**src/rtl/sample_buf_pkg.sv**
```systemverilog
// Shared widths, sample payload and output-queue state encoding for the
// sample buffer controller.
package sample_buf_pkg;

    localparam int unsigned DEF_DATA_WIDTH = 16;
    localparam int unsigned DEF_PAR_WIDTH  = 2;
    localparam int unsigned DEF_ADDR_WIDTH = 10;

    typedef struct packed {
        logic [DEF_PAR_WIDTH-1:0]  par;
        logic [DEF_DATA_WIDTH-1:0] data;
    } sample_t;

    // Encodings equal the number of held entries.
    typedef enum logic [1:0] {
        Q_EMPTY = 2'd0,
        Q_ONE   = 2'd1,
        Q_TWO   = 2'd2
    } q_state_t;

endpackage

```
**src/rtl/sample_buf_ctrl_out_skid_q.sv**
```systemverilog
// Two-entry output queue between the RAM read port and the valid/ready
// stream; the head register always drives the output data.
module out_skid_q
    import sample_buf_pkg::*;
#(
    parameter int unsigned WIDTH = DEF_DATA_WIDTH + DEF_PAR_WIDTH
) (
    input  logic             clk,
    input  logic             rst_n,
    input  logic             i_push,
    input  logic [WIDTH-1:0] i_data,
    input  logic             i_pop,
    output logic             o_valid,
    output logic [WIDTH-1:0] o_data,
    output logic [1:0]       o_occ
);

    q_state_t         r_state;
    q_state_t         w_state_nxt;
    logic [WIDTH-1:0] r_head;
    logic [WIDTH-1:0] r_tail;

    always_ff @(posedge clk or negedge rst_n) begin
        if (!rst_n) begin
            r_state <= Q_EMPTY;
        end else begin
            r_state <= w_state_nxt;
        end
    end

    always_comb begin
        w_state_nxt = r_state;
        if (i_push && !i_pop) begin
            case (r_state)
                Q_EMPTY: w_state_nxt = Q_ONE;
                Q_ONE:   w_state_nxt = Q_TWO;
                default: w_state_nxt = r_state;
            endcase
        end else if (i_pop && !i_push) begin
            case (r_state)
                Q_TWO:   w_state_nxt = Q_ONE;
                Q_ONE:   w_state_nxt = Q_EMPTY;
                default: w_state_nxt = r_state;
            endcase
        end
    end

    always_comb begin
        o_valid = 1'b0;
        o_occ   = 2'd0;
        case (r_state)
            Q_ONE: begin
                o_valid = 1'b1;
                o_occ   = 2'd1;
            end
            Q_TWO: begin
                o_valid = 1'b1;
                o_occ   = 2'd2;
            end
            default: begin
                o_valid = 1'b0;
                o_occ   = 2'd0;
            end
        endcase
    end

    // Head only moves on a pop or a push into an empty slot, so it holds while stalled.
    always_ff @(posedge clk or negedge rst_n) begin
        if (!rst_n) begin
            r_head <= '0;
            r_tail <= '0;
        end else begin
            if (i_pop && (r_state == Q_TWO)) begin
                r_head <= r_tail;
            end else if (i_push && ((r_state == Q_EMPTY) || ((r_state == Q_ONE) && i_pop))) begin
                r_head <= i_data;
            end
            if (i_push && (((r_state == Q_ONE) && !i_pop) || ((r_state == Q_TWO) && i_pop))) begin
                r_tail <= i_data;
            end
        end
    end

    assign o_data = r_head;

endmodule

```
**src/rtl/sample_buf_ctrl.sv**
```systemverilog
// Circular-buffer controller for an external 1024x18 dual-port sample RAM:
// port A takes the acquisition stream, port B prefetches into a 2-entry queue.
module sample_buf_ctrl
    import sample_buf_pkg::*;
#(
    parameter int unsigned DATA_WIDTH = DEF_DATA_WIDTH,
    parameter int unsigned PAR_WIDTH  = DEF_PAR_WIDTH,
    parameter int unsigned ADDR_WIDTH = DEF_ADDR_WIDTH
) (
    input  logic                  CLK,
    input  logic                  RST_N,
    input  logic                  IN_VALID,
    input  logic [DATA_WIDTH-1:0] IN_DATA,
    input  logic [PAR_WIDTH-1:0]  IN_PAR,
    output logic                  OUT_VALID,
    input  logic                  OUT_READY,
    output logic [DATA_WIDTH-1:0] OUT_DATA,
    output logic [PAR_WIDTH-1:0]  OUT_PAR,
    output logic                  RAM_ENA,
    output logic                  RAM_WEA,
    output logic [ADDR_WIDTH-1:0] RAM_ADDRA,
    output logic [DATA_WIDTH-1:0] RAM_DIA,
    output logic [PAR_WIDTH-1:0]  RAM_DIPA,
    output logic                  RAM_ENB,
    output logic                  RAM_WEB,
    output logic [DATA_WIDTH-1:0] RAM_DIB,
    output logic [PAR_WIDTH-1:0]  RAM_DIPB,
    output logic [ADDR_WIDTH-1:0] RAM_ADDRB,
    input  logic [DATA_WIDTH-1:0] RAM_DOB,
    input  logic [PAR_WIDTH-1:0]  RAM_DOPB,
    output logic [ADDR_WIDTH:0]   COUNT,
    output logic                  FULL,
    output logic                  EMPTY,
    output logic                  OVERFLOW,
    input  logic                  CLR_OVF
);

    localparam int unsigned DEPTH = 2 ** ADDR_WIDTH;
    localparam int unsigned SW    = DATA_WIDTH + PAR_WIDTH;
    localparam int unsigned CW    = ADDR_WIDTH + 1;

    logic [ADDR_WIDTH-1:0] r_wr_ptr;
    logic [ADDR_WIDTH-1:0] r_rd_ptr;
    logic [CW-1:0]         r_count;
    logic [CW-1:0]         w_count_nxt;
    logic                  r_inflight;
    logic                  r_full;
    logic                  r_empty;
    logic                  r_ovf;
    logic                  w_wr_acc;
    logic                  w_drop;
    logic                  w_pop;
    logic                  w_rd_issue;
    logic                  w_q_valid;
    logic [1:0]            w_q_occ;
    logic [2:0]            w_credit;
    logic [SW-1:0]         w_q_data;

    // Write strobe is gated by reset so port A stays quiet while RST_N is low.
    assign w_wr_acc = RST_N && IN_VALID && !r_full;
    assign w_drop   = IN_VALID && r_full;
    assign w_pop    = w_q_valid && OUT_READY;

    // Occupancy the queue will reach once the outstanding read lands; never exceeds 2.
    assign w_credit    = 3'(w_q_occ) + 3'(r_inflight) - 3'(w_pop);
    assign w_rd_issue  = (r_count != '0) && (w_credit < 3'd2);
    assign w_count_nxt = r_count + CW'(w_wr_acc) - CW'(w_rd_issue);

    always_ff @(posedge CLK or negedge RST_N) begin
        if (!RST_N) begin
            r_wr_ptr   <= '0;
            r_rd_ptr   <= '0;
            r_count    <= '0;
            r_inflight <= 1'b0;
            r_full     <= 1'b0;
            r_empty    <= 1'b1;
            r_ovf      <= 1'b0;
        end else begin
            if (w_wr_acc) begin
                r_wr_ptr <= r_wr_ptr + ADDR_WIDTH'(1);
            end
            if (w_rd_issue) begin
                r_rd_ptr <= r_rd_ptr + ADDR_WIDTH'(1);
            end
            r_inflight <= w_rd_issue;
            r_count    <= w_count_nxt;
            r_full     <= (w_count_nxt == CW'(DEPTH));
            r_empty    <= (w_count_nxt == '0);
            if (w_drop) begin
                r_ovf <= 1'b1;
            end else if (CLR_OVF) begin
                r_ovf <= 1'b0;
            end
        end
    end

    out_skid_q #(
        .WIDTH (SW)
    ) u_out_q (
        .clk     (CLK),
        .rst_n   (RST_N),
        .i_push  (r_inflight),
        .i_data  ({RAM_DOPB, RAM_DOB}),
        .i_pop   (w_pop),
        .o_valid (w_q_valid),
        .o_data  (w_q_data),
        .o_occ   (w_q_occ)
    );

    assign OUT_VALID           = w_q_valid;
    assign {OUT_PAR, OUT_DATA} = w_q_data;

    assign RAM_ENA   = w_wr_acc;
    assign RAM_WEA   = w_wr_acc;
    assign RAM_ADDRA = r_wr_ptr;
    assign RAM_DIA   = IN_DATA;
    assign RAM_DIPA  = IN_PAR;
    assign RAM_ENB   = w_rd_issue;
    assign RAM_WEB   = 1'b0;
    assign RAM_DIB   = '0;
    assign RAM_DIPB  = '0;
    assign RAM_ADDRB = r_rd_ptr;

    assign COUNT    = r_count;
    assign FULL     = r_full;
    assign EMPTY    = r_empty;
    assign OVERFLOW = r_ovf;

endmodule

```
**config.mk**
```make
export PLATFORM = sky130hd
export DESIGN_NAME = sample_buf_ctrl
export DESIGN_NICKNAME = d
export VERILOG_FILES = /design/src/rtl/sample_buf_pkg.sv /design/src/rtl/sample_buf_ctrl_out_skid_q.sv /design/src/rtl/sample_buf_ctrl.sv
export SDC_FILE = /design/constraint.sdc
export NUM_CORES = 1
export LEC_CHECK = 0
export CAP_MARGIN = 0
export CORE_MARGIN = 2
export CORE_UTILIZATION = 46
export CTS_CLUSTER_DIAMETER = 150
export CTS_CLUSTER_SIZE = 24
export DETAILED_ROUTE_END_ITERATION = 7
export PLACE_DENSITY = 0.88
export RECOVER_POWER = 50
export SLEW_MARGIN = 20
export SYNTH_ARGS = -nofsm -noshare
export SYNTH_HDL_FRONTEND = slang
export SYNTH_HIERARCHICAL = 1
export SYNTH_SLANG_ARGS = --single-unit
```
**constraint.sdc**
```tcl
create_clock -name CLK -period 5.8 [get_ports CLK]
set_input_delay 0.58 -clock CLK [delete_from_list [all_inputs] [get_ports CLK]]
set_output_delay 0.58 -clock CLK [all_outputs]
set_load 0.01 [all_outputs]
```
== Word level (Yosys, flattened, before mapping) ==
Cells that the tools add are included.

* Register bits after elaboration: 73
* Bits of input ports: 41
* Word-level logic and storage cells: 57

* $add $sub $neg: 6
* $lt $le $gt $ge: 1
* Eq/ne operators: 4
* Multiplexer cells: 10
* Reductions and logical operators: 26

{| class="wikitable"
|+ Operators with widths
! cell !! number
|-
| 18-bit two-way mux || 2
|-
| 10-bit by 1-bit adder with 10-bit output (second input constant) || 2
|-
| 1-bit logical AND || 12
|-
| 2-bit one-hot mux with 2 select lines || 3
|-
| 11-bit by 1-bit adder with 11-bit output || 1
|-
| 11-bit == test (second input constant) || 1
|-
| 11-bit logical NOT || 1
|-
| 11-bit nonzero test || 1
|-
| 11-bit by 1-bit subtractor with 11-bit output || 1
|-
| 2-bit nonzero test || 3
|-
| 2-bit two-way mux || 2
|-
| 2-bit by 1-bit adder with 3-bit output || 1
|-
| 1-bit logical NOT || 3
|-
| 3-bit by 2-bit less-than comparator with 1-bit output (second input constant) || 1
|-
| 1-bit two-way mux || 3
|-
| 3-bit inequality test (second input constant) || 1
|-
| 3-bit AND reduction || 1
|-
| 3-bit nonzero test || 1
|-
| 3-bit by 1-bit subtractor with 3-bit output || 1
|-
| 2-bit by 1-bit == test with 1-bit output (second input constant) || 1
|-
| 2-bit == test (second input constant) || 1
|-
| 2-bit logical NOT || 1
|-
| 1-bit logical OR || 2
|-
| 2-bit OR reduction || 1
|}

== Logic depth before layout (Yosys ltp) ==
Gate-level depths: netlist of the first run.

* Depth after elaboration: 9
* Gate-level depth with buffers: 19
* Mapped depth without buffers: 19

== By module ==
Netlist of the first run, hierarchy kept.

{| class="wikitable"
|+ Modules (own cells, without submodules)
! module !! instances !! cells an instance !! area each (µm²)
|-
| sample_buf_ctrl || 1 || 230 || 2306.0
|-
| out_skid_q || 1 || 118 || 1884.3
|}

== Worst setup path after synthesis of the first run ==
OpenSTA, ideal clock, no wires.

* Path kind: register to register
* Start: reg u_out_q.r_state[1]
* End: reg r_full, in the netlist FULL
* Setup time: 0.069 ns
* Arrival time: 5.016 ns
* Slack: 0.715 ns
* Cell stages (with the launch flop): 20
* Buffers on the path: 0
* Cells stage by stage: dfrtp_1 inv_1 ha_1 and2_1 ha_1 nand2b_1 fa_1 xnor2_1 nand2_1 a41oi_1 ha_1 inv_1 ha_1 fa_1 a211o_1 nand2_1 xnor2_1 or4b_1 or4_4 nor2b_2

* Longest elaborated chain between the ends: 9
* Elaborated cells between the ends (all ways): 12

{| class="wikitable"
|+ Ends and longest elaborated chain
! element !! RTL line !! RTL
|-
| from (decl) || sample_buf_ctrl_out_skid_q.sv:18 || <nowiki>q_state_t r_state;</nowiki>
|-
| from (signal assigned) || sample_buf_ctrl_out_skid_q.sv:27 || <nowiki>r_state <= w_state_nxt;</nowiki>
|-
| 2-bit by 1-bit == test with 1-bit output or 2-bit == test (tied branches) || sample_buf_ctrl_out_skid_q.sv:51 || <nowiki>case (r_state)</nowiki>
|-
| 2-bit OR reduction (no line) (*) || n/a ||
|-
| 1-bit two-way mux (*) || sample_buf_ctrl_out_skid_q.sv:51 ||
|-
| net OUT_VALID || sample_buf_ctrl.sv:15 || <nowiki>output logic OUT_VALID,</nowiki>
|-
| 1-bit logical AND (*) || sample_buf_ctrl.sv:62 || <nowiki>assign w_pop = w_q_valid && OUT_READY;</nowiki>
|-
| net w_pop || sample_buf_ctrl.sv:52 || <nowiki>logic w_pop;</nowiki>
|-
| 3-bit by 1-bit subtractor with 3-bit output (*) || sample_buf_ctrl.sv:65 || <nowiki>assign w_credit = 3'(w_q_occ) + 3'(r_inflight) - 3'(w_pop);</nowiki>
|-
| 3-bit by 2-bit less-than comparator with 1-bit output (*) || sample_buf_ctrl.sv:66 || <nowiki>assign w_rd_issue = (r_count != '0) && (w_credit < 3'd2);</nowiki>
|-
| 1-bit logical AND (*) || sample_buf_ctrl.sv:66 ||
|-
| net RAM_ENB || sample_buf_ctrl.sv:24 || <nowiki>output logic RAM_ENB,</nowiki>
|-
| 11-bit by 1-bit subtractor with 11-bit output (*) || sample_buf_ctrl.sv:67 || <nowiki>assign w_count_nxt = r_count + CW'(w_wr_acc) - CW'(w_rd_issue);</nowiki>
|-
| net w_count_nxt[4] || sample_buf_ctrl.sv:45 || <nowiki>logic [CW-1:0] w_count_nxt;</nowiki>
|-
| 11-bit == test (*) || sample_buf_ctrl.sv:87 || <nowiki>r_full <= (w_count_nxt == CW'(DEPTH));</nowiki>
|-
| to (signal assigned) || sample_buf_ctrl.sv:87 ||
|-
| to (decl) || sample_buf_ctrl.sv:47 || <nowiki>logic r_full;</nowiki>
|}

The timed path passes the listed nets; every way through them passes the cells marked *.
A chain may end at the register's enable or synchronous reset.

== Worst setup path in the final report of the first run ==
* Start: reg u_out_q.r_state[1]
* End: reg r_empty, in the netlist EMPTY

* Longest elaborated chain between the ends: 9
* Elaborated cells between the ends (all ways): 12

{| class="wikitable"
|+ Ends and longest elaborated chain
! element !! RTL line !! RTL
|-
| 2-bit by 1-bit == test with 1-bit output or 2-bit == test (tied branches) || sample_buf_ctrl_out_skid_q.sv:51 ||
|-
| 2-bit OR reduction (no line) (*) || n/a ||
|-
| 1-bit two-way mux (*) || sample_buf_ctrl_out_skid_q.sv:51 ||
|-
| 1-bit logical AND (*) || sample_buf_ctrl.sv:62 ||
|-
| net w_pop || sample_buf_ctrl.sv:52 ||
|-
| 3-bit by 1-bit subtractor with 3-bit output (*) || sample_buf_ctrl.sv:65 ||
|-
| 3-bit by 2-bit less-than comparator with 1-bit output (*) || sample_buf_ctrl.sv:66 ||
|-
| 1-bit logical AND (*) || sample_buf_ctrl.sv:66 ||
|-
| 11-bit by 1-bit subtractor with 11-bit output (*) || sample_buf_ctrl.sv:67 ||
|-
| 11-bit logical NOT (*) || sample_buf_ctrl.sv:88 || <nowiki>r_empty <= (w_count_nxt == '0);</nowiki>
|-
| to (signal assigned) || sample_buf_ctrl.sv:88 ||
|-
| to (decl) || sample_buf_ctrl.sv:48 || <nowiki>logic r_empty;</nowiki>
|}

Marked as above.

==> summary.txt, run 1 <==
Run status
  • Status: complete, but fails checks
  • Violated checks: capacitance limit, slew limit

Timing
  • Final hold violations: 0
  • Max Clock Freq: 202 MHz
  • Setup TNS Final: 0 ns
  • Final Max Slew Viols: between 60 and 70
  • Worst hold slack: 0.162 ns
  • Slew HR: -140%
  • Clock Skews: ~0.0076 ns
  • Measured slew at the worst slew-check pin: ~3.6 ns
  • Setup-failing EPs final: 0
  • Period utilization: 85.2%
  • RSZ-0062 raised after global routing: no
  • Min Clock Period, post-route: 4.94 ns

Critical path
  • WP data arrival: 5.21 ns
  • R2R setup slack: 0.86 ns
  • Crit. End Element: flip-flop
  • Req. time, crit path: 6.07 ns
  • Startpoint types: flip-flop
  • Critical path type: reg -> reg
  • Crit Path Max Fanout: 5
  • Worst r2r path cells: 18

Cells and area
  • Final net count: 481
  • Ant diodes: 0
  • Layout area overhead: 20.9%
  • Filler Cells Inserted: 747
  • Final Cell Area: 5070 um2
  • Layout cells sized above 1: 19.8%

Clocking
  • Post-CTS Setup Bufs: 0
  • Number of gates resized after cts: 0
  • CTS clk-pin slew, worst paths: approximately 0.080 ns
  • CTS hold repair buffers: 0
  • Maximum level of the CTS H-tree: 3
  • CTS tree: yes
  • Sink Count: 73
  • Inserted Clock Buffers: 9
  • Clk buf depth: 2
  • Clk Latency, worst-skew pair: 0.34 ns
  • Clk root buf: clkbuf_8

Floorplanning
  • Initial Util: 47.8%
  • Core Area: 8760 um2
  • Cell Rows: 34
  • DIE AREA: 9890 um2
  • Die span in x: 99.4 um
  • Die H: 99.4 um
  • IO Pins: 134

Detailed routing
  • Routed len/inst: 16.0 um
  • Initial DRT Pass Iterations: 4
  • DR vias: 2734
  • Routed Wire Length: 8420 um
  • DRC Markers: 0
  • Post-DR vias/cell: 5.19
  • ANT nets after route: 0
  • Initial DRC Count: 78

GRT
  • Global-route usage over all layers: 17.9%
  • Total gr overflow: 0
  • Initial antenna violation count: 0
  • First-pass GRT wire length: 14100 um
  • Largest net degree at the start of global routing: 69
  • Vias in the first global route: between 2000 and 3000

Yosys
  • Post-Synth Simple-Gate Area: 10.5%
  • Mapped Cells: 348
  • Number of synthesized flops with an enable pin: 0
  • Mean area per synthesized cell: 12.0 um2
  • Ys flop type: dfrtp_1
  • Compound-Gate Fraction of Synth Area: 4.84%
  • Main combinational cell family by area after synthesis: multiplexers
  • Yosys reg bits: 73
  • Yosys top cell area share: 43.0%
  • Synth Cell Area: 4190 um2
  • Synth area leader: dfrtp_1
  • Post-Synth XOR/XNOR Area: 5.23%
  • Synth unique cells: 55
  • Most common library cells after synthesis: dfrtp_1, buf_4, mux2_4, mux2_2, ha_1
  • Top-count cell post-synth: dfrtp_1
  • Ys Warns: 6
  • Seq/Total Area, Yosys: 43.6%
  • Adder-Cell Fraction of Synth Area: 7.82%
  • Async SR Flop Fraction: between 90% and 100%
  • Top cells by area, synth: dfrtp_1, mux2_4, buf_4
  • Post-synthesis mux area share: 18.3%

Place
  • Placer Congestion: 0.827
  • Hpwl dp: 6090 um
  • DP Area: 4870 um2
  • Port buffer count: approximately 80

Pwr
  • Internal power: 2000 uW
  • Sw Share: 38.7%
  • PD cells: 644 nW/um2
  • Leakage: 0.00235 uW
  • Switch Pwr: 1260 uW
  • Comb power frac: 58.4%
  • Reg power frac: 28.5%
  • Clock share of power: 13.0%
  • VDD IR max: 0.365 mV

Min path
  • Hold Crit Class: in -> async

Flow run
  • Max-cap check violation count: 1
## cell type report
class	instances	area [um2]	share of cell area, %
inverter	22	82.6	1.63
clock inverter	5	81.3	1.60
multi-input combinational	229	2030	40.0
tap	108	135	2.67
clock buffer	10	128	2.52
sequential	73	1830	36.1
timing repair buffer	80	786	15.5
## worst paths after layout
kind,startpoint,end
worst max-delay path,u_out_q/r_state[1],EMPTY
worst min-delay path,RST_N,u_out_q/r_tail[13]
worst max register to register,u_out_q/r_state[1],EMPTY
worst min register to register,RAM_ADDRB[9],RAM_ADDRB[9]
max in group asynchronous,RST_N,RAM_ADDRA[8]
min in group CLK,RAM_ADDRB[9],RAM_ADDRB[9]
## power by group through the flow
stage | clock [uW] | sequential (uW) | combinational (uW)
2_1_floorplan | 0 | 971 | 1260
3_3_place_gp | 0 | 924 | 1840
3_5_place_dp | 0 | 941 | 1930
4_1_cts | 439 | 937 | 1940
5_1_grt | 464 | 966 | 2110
6_report | 425 | 932 | 1910
## sequential cells by signal, summed over array words and instances, names as in the netlist
signal           count
COUNT               11
EMPTY                1
FULL                 1
OVERFLOW             1
RAM_ADDRA           10
RAM_ADDRB           10
r_inflight           1
u_out_q/o_data      18
u_out_q/r_state      2
u_out_q/r_tail      18
## metrics by stage
| step | std cells | utilization, % | power (uW) | worst slack [ns] |
|---|---|---|---|---|
| after floorplan | 366 | - | 2230 | 0.715 |
| after global placement | 512 | 55.5 | 2770 | 0.774 |
| after detailed placement | 512 | 55.5 | 2870 | 0.623 |
| after CTS | 527 | 57.9 | 3320 | 0.837 |
| after global routing | 527 | 57.8 | 3540 | 0.519 |
| final | 527 | 57.8 | 3260 | 0.856 |
## metal layers
| layer | track usage (%) | wire, um | vias to the layer above | part of all wire (%) |
|---|---|---|---|---|
| met2 | 30.9 | 4310 | 89 | 51 |
| met5 | 0 | 0 | - | 0 |
| met4 | 5.06 | 80 | 0 | 0.95 |
| li1 | - | - | 1274 | - |
| met3 | 4.57 | 421 | 14 | 5.0 |
| met1 | 22.2 | 3610 | 1357 | 43 |
## cells in the final DEF (no fill, tap or decap), drive strengths merged, types with 12 or more instances in the layout
cell type / instances
clkbuf: 12
xnor2: 17
conb: 19
clkdlybuf4s50: 60
ha: 23
mux2: 57
nor2: 12
nand2: 19
inv: 22
dfrtp: 72
dlygate4sd3: 17
## critical path, cell delays in order (launching register included)
cell	delay, ns
dfrtp_1	0.42
inv_1	0.08
ha_1	0.30
and2_1	0.29
ha_1	0.27
nand2b_1	0.15
fa_1	0.38
xnor2_1	0.16
nand2_1	0.07
a41oi_1	0.22
ha_1	0.18
inv_1	0.06
ha_1	0.31
a211oi_4	0.34
nor4_2	0.10
o41ai_1	0.41
or4b_1	0.50
or4_4	0.51
nor2_1	0.11
## kinds of logic after synthesis
| logic type | Yosys count |
|---|---|
| multiplexers | 58 |
| buffers and inverters | 64 |
| flip-flops | 73 |
| AO/OA/AOI/OAI | 29 |
| other | 1 |
| XOR/XNOR | 25 |
| AND/OR/NAND/NOR | 73 |
| adder cells (fa/ha/maj) | 25 |
Power figures use the tool's default switching activity.
==> run 2: changes to the inputs <==
--- a/config.mk
+++ b/config.mk
@@ -8,6 +8,7 @@
 export CAP_MARGIN = 0
 export CORE_MARGIN = 2
 export CORE_UTILIZATION = 46
+export CTS_BUF_LIST = sky130_fd_sc_hd__clkbuf_16
 export CTS_CLUSTER_DIAMETER = 150
 export CTS_CLUSTER_SIZE = 24
 export DETAILED_ROUTE_END_ITERATION = 7
==> run 2 against run 1 <==
The flow still finishes with violations (capacitance limit, slew limit). Highest routed layer unchanged. Clock power rose by 35%. Setup slack got worse by 0.047 ns. Design area rose by 2.0%. Largest cell class unchanged. Global-route usage fell by 0.087 points. Via count fell by 0.26%. Maximum frequency fell by 0.94%.
==> summary.txt, run 2 (synthesis results as in run 1) <==
Critical path
  • Kind of cell adding the most delay to the critical path: simple AND/OR/NAND/NOR gates
  • Startpoint types: flip-flop
  • Crit path cell chain: inv_1 -> ha_1 -> and2_1 -> ha_1 -> nand2b_1 -> fa_1 -> xnor2_1 -> nand2_1 -> a41oi_1 -> ha_1 -> inv_1 -> ha_1 -> a211oi_4 -> nor4_2 -> o41ai_1 -> or4b_1 -> or4_4 -> nor2_1
  • Max incr delay on CP: 0.50 ns (about the same)
  • WP data arrival: 5.24 ns (+0.03 ns)
  • Crit. End Element: flip-flop
  • R2R setup slack: 0.81 ns (-0.05 ns)
  • Req. time, crit path: 6.05 ns (-0.02 ns)
  • Critical path type: reg -> reg
  • CP most frequent cell: ha_1
  • Worst r2r path cells: 18 (unchanged)
  • WP depth: 18 (unchanged)
  • Crit Path Max Fanout: 5 (unchanged)
  • Worst path bufs/invs: 2 (unchanged)
  • Cell at the slowest stage of the critical path: or4b_1

GRT
  • Global-route usage over all layers: 17.8% (-0.087 points)
  • Met1 GRT Util: 22.2% (-0.081 points)
  • Total gr overflow: 0 (unchanged)
  • Met2 Usage GRT: 30.8% (-0.10 points)
  • Met3 GRT Util: 5.20% (+0.63 points)
  • First-pass GRT wire length: 14100 um (about the same)
  • Vias in the first global route: 2833 (+0.14%)
  • Largest net degree at the start of global routing: 69 (unchanged)
  • GRT busiest layer: met2
  • Initial antenna violation count: 0 (unchanged)

Timing
  • Worst hold slack: 0.184 ns (+0.0227 ns)
  • Clock Skews: 0.00556 ns (-0.00204 ns)
  • RSZ-0062 raised after global routing: no
  • Min Clock Period, post-route: 4.99 ns (+0.0470 ns)
  • Measured slew at the worst slew-check pin: 3.62 ns (+0.0176 ns)
  • Period utilization: 86.1% (+0.81 points)
  • Final hold violations: 0 (unchanged)
  • Setup TNS Final: 0 ns (unchanged)
  • Final Max Slew Viols: 69 (unchanged)
  • Slew HR: -142% (-1.2 points)
  • Setup-failing EPs final: 0 (unchanged)
  • Max Clock Freq: 200 MHz (-0.94%)

Place
  • Placer Congestion: 0.827 (unchanged)
  • Hpwl dp: 6090 um (unchanged)
  • DP Area: 4870 um2 (unchanged)
  • Port buffer count: 78 (unchanged)

Detailed routing
  • Routed Wire Length: 8310 um (-1.3%)
  • Post-DR vias/cell: 5.17 (-0.26%)
  • Initial DRC Count: 76 (-2.6%)
  • DR vias: 2727 (-0.26%)
  • Initial DRT Pass Iterations: 4 (unchanged)
  • ANT nets after route: 0 (unchanged)
  • Routed len/inst: 15.8 um (-1.3%)
  • DRC Markers: 0 (unchanged)

Clocking
  • Post-CTS Setup Bufs: 0 (unchanged)
  • Maximum level of the CTS H-tree: 3 (unchanged)
  • Number of gates resized after cts: 0 (unchanged)
  • Clk root buf: clkbuf_16
  • CTS tree: yes
  • CTS clk-pin slew, worst paths: 0.06 ns (-0.02 ns)
  • Sink Count: 73 (unchanged)
  • Inserted Clock Buffers: 9 (unchanged)
  • Clk buf depth: 2 (unchanged)
  • Clk Latency, worst-skew pair: 0.32 ns (-0.02 ns)
  • CTS hold repair buffers: 0 (unchanged)

Floorplanning
  • DIE AREA: 9890 um2 (unchanged)
  • Cell Rows: 34 (unchanged)
  • IO Pins: 134 (unchanged)
  • Core Area: 8760 um2 (unchanged)
  • Die H: 99.4 um (unchanged)
  • Initial Util: 47.8% (unchanged)
  • Die span in x: 99.4 um (unchanged)

Cells and area
  • Most frequent cells in the layout: dfrtp_1, clkdlybuf4s50_1, mux2_4, mux2_2
  • Area of the multi-input gates: 2030 um2 (unchanged)
  • Layout cells sized above 1: 19.8% (unchanged)
  • Commonest non-fill, non-tap cell in the layout: dfrtp_1
  • Ant diodes: 0 (unchanged)
  • Filler Cells Inserted: 736 (-1.5%)
  • Register Area: 1830 um2 (unchanged)
  • Layout area overhead: 23.4%
  • Final net count: 481 (unchanged)
  • Final Util: 59.0% (+1.2 points)
  • Final Cell Area: 5170 um2 (+2.0%)

Pwr
  • Leakage: 0.00240 uW (+2.2%)
  • Overall Power: 3410 uW (+4.4%)
  • PD cells: 659 nW/um2 (+2.3%)
  • VDD IR max: 0.374 mV (+2.6%)

Run status
  • Status: complete, but fails checks
  • Violated checks: capacitance limit, slew limit

Flow run
  • Max-cap check violation count: 1 (unchanged)

Min path
  • Hold Crit Class: in -> async
==> run 2: per-stage QoR <==
stage,worst slack [ns],instances
finish,0.809,527
global route,0.540,527
CTS,0.798,527
detailed placement,0.623,512
global placement,0.774,512
floorplan,0.715,366
==> run 2: layout make-up <==
type,count,share of cell area [%]
flip-flops and latches,73,35.4
inverters,22,1.60
clock buffers,9,4.36
repair buffers,80,15.2
multi-input cells,229,39.2
clock inverters,6,1.65
well taps,108,2.61
==> run 2: routing by layer <==
| layer | wire length [um] | share of wire, % |
|---|---|---|
| met1 | 3550 | 43 |
| met2 | 4300 | 52 |
| met3 | 422 | 5.1 |
| met4 | 44 | 0.53 |
| met5 | 0 | 0 |
==> run 2: path summary, 6_finish.rpt <==
path,to,from
min in group CLK,RAM_ADDRB[9],RAM_ADDRB[9]
min,u_out_q/r_tail[13],RST_N
max reg2reg,EMPTY,u_out_q/r_state[1]
max,EMPTY,u_out_q/r_state[1]
min reg2reg,RAM_ADDRB[9],RAM_ADDRB[9]
max in group asynchronous,u_out_q/o_data[16],RST_N
==> run 2: report_power, final <==
part | switching (uW) | leakage [uW] | internal (uW)
registers | 176 | 0.000880 | 755
logic | 897 | 0.00136 | 1010
clock network | 201 | 0.000153 | 372
==> run 2: worst reg2reg max path, cell delays in order, from the launching register on <==
cell and delay, ns:
dfrtp_1 0.42, inv_1 0.09, ha_1 0.30, and2_1 0.29, ha_1 0.28, nand2b_1 0.15
fa_1 0.38, xnor2_1 0.16, nand2_1 0.07, a41oi_1 0.22, ha_1 0.20, inv_1 0.07
ha_1 0.31, a211oi_4 0.33, nor4_2 0.10, o41ai_1 0.43, or4b_1 0.50, or4_4 0.50
nor2_1 0.11
==> run 3: changes to the inputs <==
--- a/config.mk
+++ b/config.mk
@@ -12,7 +12,7 @@
 export CTS_CLUSTER_DIAMETER = 150
 export CTS_CLUSTER_SIZE = 24
 export DETAILED_ROUTE_END_ITERATION = 7
-export PLACE_DENSITY = 0.88
+export PLACE_DENSITY_LB_ADDON = 0.08
 export RECOVER_POWER = 50
 export SLEW_MARGIN = 20
 export SYNTH_ARGS = -nofsm -noshare
==> run 3 against run 2 <==
The flow still finishes with violations (capacitance limit, slew limit). Count of clock-buffer cells in the layout unchanged. Clock skew about the same. Core utilization down 0.29 points. Cell count unchanged. Critical path depth up 1. Hold slack better by 0.28 ns. Critical endpoint is now FULL. Largest cell class unchanged.
==> summary.txt, run 3 (synthesis results as in run 1) <==
Critical path
  • WP data arrival: 5.09 ns (-0.15 ns)
  • Critical path type: reg -> reg
  • Reg-to-reg critical path endpoint: FULL
  • Req. time, crit path: 6.06 ns (about the same)
  • R2R setup slack: 0.97 ns (+0.16 ns)
  • Crit. End Element: flip-flop
  • Worst r2r path cells: 19 (+1)
  • Crit Path Max Fanout: 5 (unchanged)
  • Startpoint types: flip-flop
  • Worst r2r src: u_out_q/r_state[1]

Timing
  • RSZ-0062 raised after global routing: no
  • Slew HR: -66.3% (+75 points)
  • Final hold violations: 0 (unchanged)
  • Measured slew at the worst slew-check pin: 2.49 ns (-1.13 ns)
  • Clock Skews: 0.00583 ns (+0.000273 ns)
  • Final worst setup slack: 0.973 ns (+0.165 ns)
  • Max Clock Freq: 207 MHz (+3.4%)
  • Period utilization: 83.2% (-2.8 points)
  • Final Max Slew Viols: 77 (+12%)
  • Min Clock Period, post-route: 4.83 ns (-0.165 ns)
  • Setup-failing EPs final: 0 (unchanged)
  • Setup TNS Final: 0 ns (unchanged)

Floorplanning
  • Initial Util: 47.8% (unchanged)
  • Cell Rows: 34 (unchanged)
  • Core Area: 8760 um2 (unchanged)
  • IO Pins: 134 (unchanged)
  • Die H: 99.4 um (unchanged)
  • Die span in x: 99.4 um (unchanged)
  • DIE AREA: 9890 um2 (unchanged)

Min path
  • Worst hold start: RAM_ADDRB[9]
  • Endpoint of the worst hold path: RAM_ADDRB[9]
  • Hold path depth: 1
  • Hold Crit Class: reg -> reg

Cells and area
  • Layout cells sized above 1: 19.8% (unchanged)
  • Final net count: 481 (unchanged)
  • Layout area overhead: 22.8%
  • Area of the multi-input gates: 2030 um2 (unchanged)
  • Commonest non-fill, non-tap cell in the layout: dfrtp_1
  • Most frequent cells in the layout: dfrtp_1, clkdlybuf4s50_1, mux2_4, mux2_2, ha_1
  • Ant diodes: 0 (unchanged)
  • Filler Cells Inserted: 759 (+3.1%)
  • Register Area: 1830 um2 (unchanged)

Clocking
  • CTS clk-pin slew, worst paths: 0.06 ns (about the same)
  • Clk Latency, worst-skew pair: 0.33 ns (about the same)
  • Number of gates resized after cts: 0 (unchanged)
  • Inserted Clock Buffers: 9 (unchanged)
  • Maximum level of the CTS H-tree: 3 (unchanged)
  • Clk root buf: clkbuf_16
  • Post-CTS Setup Bufs: 0 (unchanged)
  • CTS hold repair buffers: 0 (unchanged)
  • Clk buf depth: 2 (unchanged)
  • CTS tree: yes
  • Sink Count: 73 (unchanged)

GRT
  • Vias in the first global route: 2793 (-1.4%)
  • Initial antenna violation count: 0 (unchanged)
  • Largest net degree at the start of global routing: 47 (-32%)
  • Global-route usage over all layers: 17.1% (-0.71 points)
  • First-pass GRT wire length: 13400 um (-5.1%)
  • Total gr overflow: 0 (unchanged)

Pwr
  • Leakage: 0.00238 uW (-0.73%)
  • Overall Power: 3340 uW (-2.0%)
  • VDD IR max: 0.450 mV (+20%)
  • PD cells: 649 nW/um2 (-1.5%)

Detailed routing
  • Initial DRC Count: 43 (-43%)
  • DR vias: 2658 (-2.5%)
  • ANT nets after route: 0 (unchanged)
  • Post-DR vias/cell: 5.04 (-2.5%)
  • Routed len/inst: 15.0 um (-4.6%)
  • DRC Markers: 0 (unchanged)
  • Routed Wire Length: 7930 um (-4.6%)
  • Initial DRT Pass Iterations: 4 (unchanged)

Place
  • Hpwl dp: 5560 um (-8.6%)
  • Placer Congestion: 0.794 (-3.9%)
  • Port buffer count: 78 (unchanged)
  • DP Worst Slack: 0.643 ns (+0.0205 ns)

Run status
  • Violated checks: capacitance limit, slew limit
  • Status: complete, but fails checks

Flow run
  • Max-cap check violation count: 2 (+1)
[run 3: changes by cell type in the layout (fill, tap and decap cells not counted), sizes merged]
cell and delta:
clkinv +2, clkdlybuf4s50 +1, inv -1, bufinv -1, dlygate4sd3 -1
[run 3: final cells by class]
type                       count  area share [%]
sequential                    73            35.5
clock inverter                 6            1.17
multi-input combinational    229            39.4
timing repair buffer          80            15.3
clock buffer                   9            4.38
inverter                      22            1.61
tap                          108            2.63
[run 3: how the worst max path moves through the flow]
| stage | from | end | slack (ns) | cells past startpoint |
|---|---|---|---|---|
| 5_1_grt | u_out_q/r_state[1] | FULL | 0.62 | 19 |
| 3_5_place_dp | OUT_READY | FULL | 0.64 | 18 |
| 6_report | u_out_q/r_state[1] | FULL | 0.97 | 19 |
| 4_1_cts | u_out_q/r_state[1] | FULL | 0.94 | 19 |
| 3_3_place_gp | OUT_READY | FULL | 0.75 | 18 |
| 2_1_floorplan | u_out_q/r_state[1] | FULL | 0.71 | 19 |
[run 3: report_power, final]
| part | switching [uW] | leakage [uW] | internal (uW) | total [uW] |
|---|---|---|---|---|
| combinational | 870 | 0.00136 | 1010 | 1870 |
| sequential | 171 | 0.000880 | 755 | 926 |
| clock | 211 | 0.000139 | 328 | 539 |
[run 3: critical path, stage by stage, from the launching register on]
cell      delay (ns)
dfrtp_1         0.40
inv_1           0.08
ha_1            0.29
and2_1          0.29
ha_1            0.28
nand2b_1        0.15
fa_1            0.38
xnor2_1         0.16
nand2_1         0.07
a41oi_1         0.21
ha_1            0.17
inv_1           0.04
ha_1            0.23
fa_1            0.43
a211o_1         0.33
nand2_1         0.09
xnor2_1         0.08
or4b_1          0.51
or4_4           0.50
nor2b_2         0.11
[run 3: through the flow]
step	util (%)	instance area (um2)	std cells	hold WS [ns]
floorplan	-	4260	366	0.284
global placement	55.5	4870	512	0.458
detailed placement	55.5	4870	512	0.460
CTS	58.8	5150	527	0.182
global route	58.7	5140	527	0.484
finish	58.7	5140	527	0.466
[run 3: routing by layer]
metal | global-route usage, % | vias up | wire length (um)
li1 | - | 1267 | -
met1 | 21.6 | 1308 | 3580
met2 | 27.5 | 72 | 3740
met3 | 6.32 | 11 | 491
met4 | 5.16 | 0 | 111
met5 | 0 | - | 0
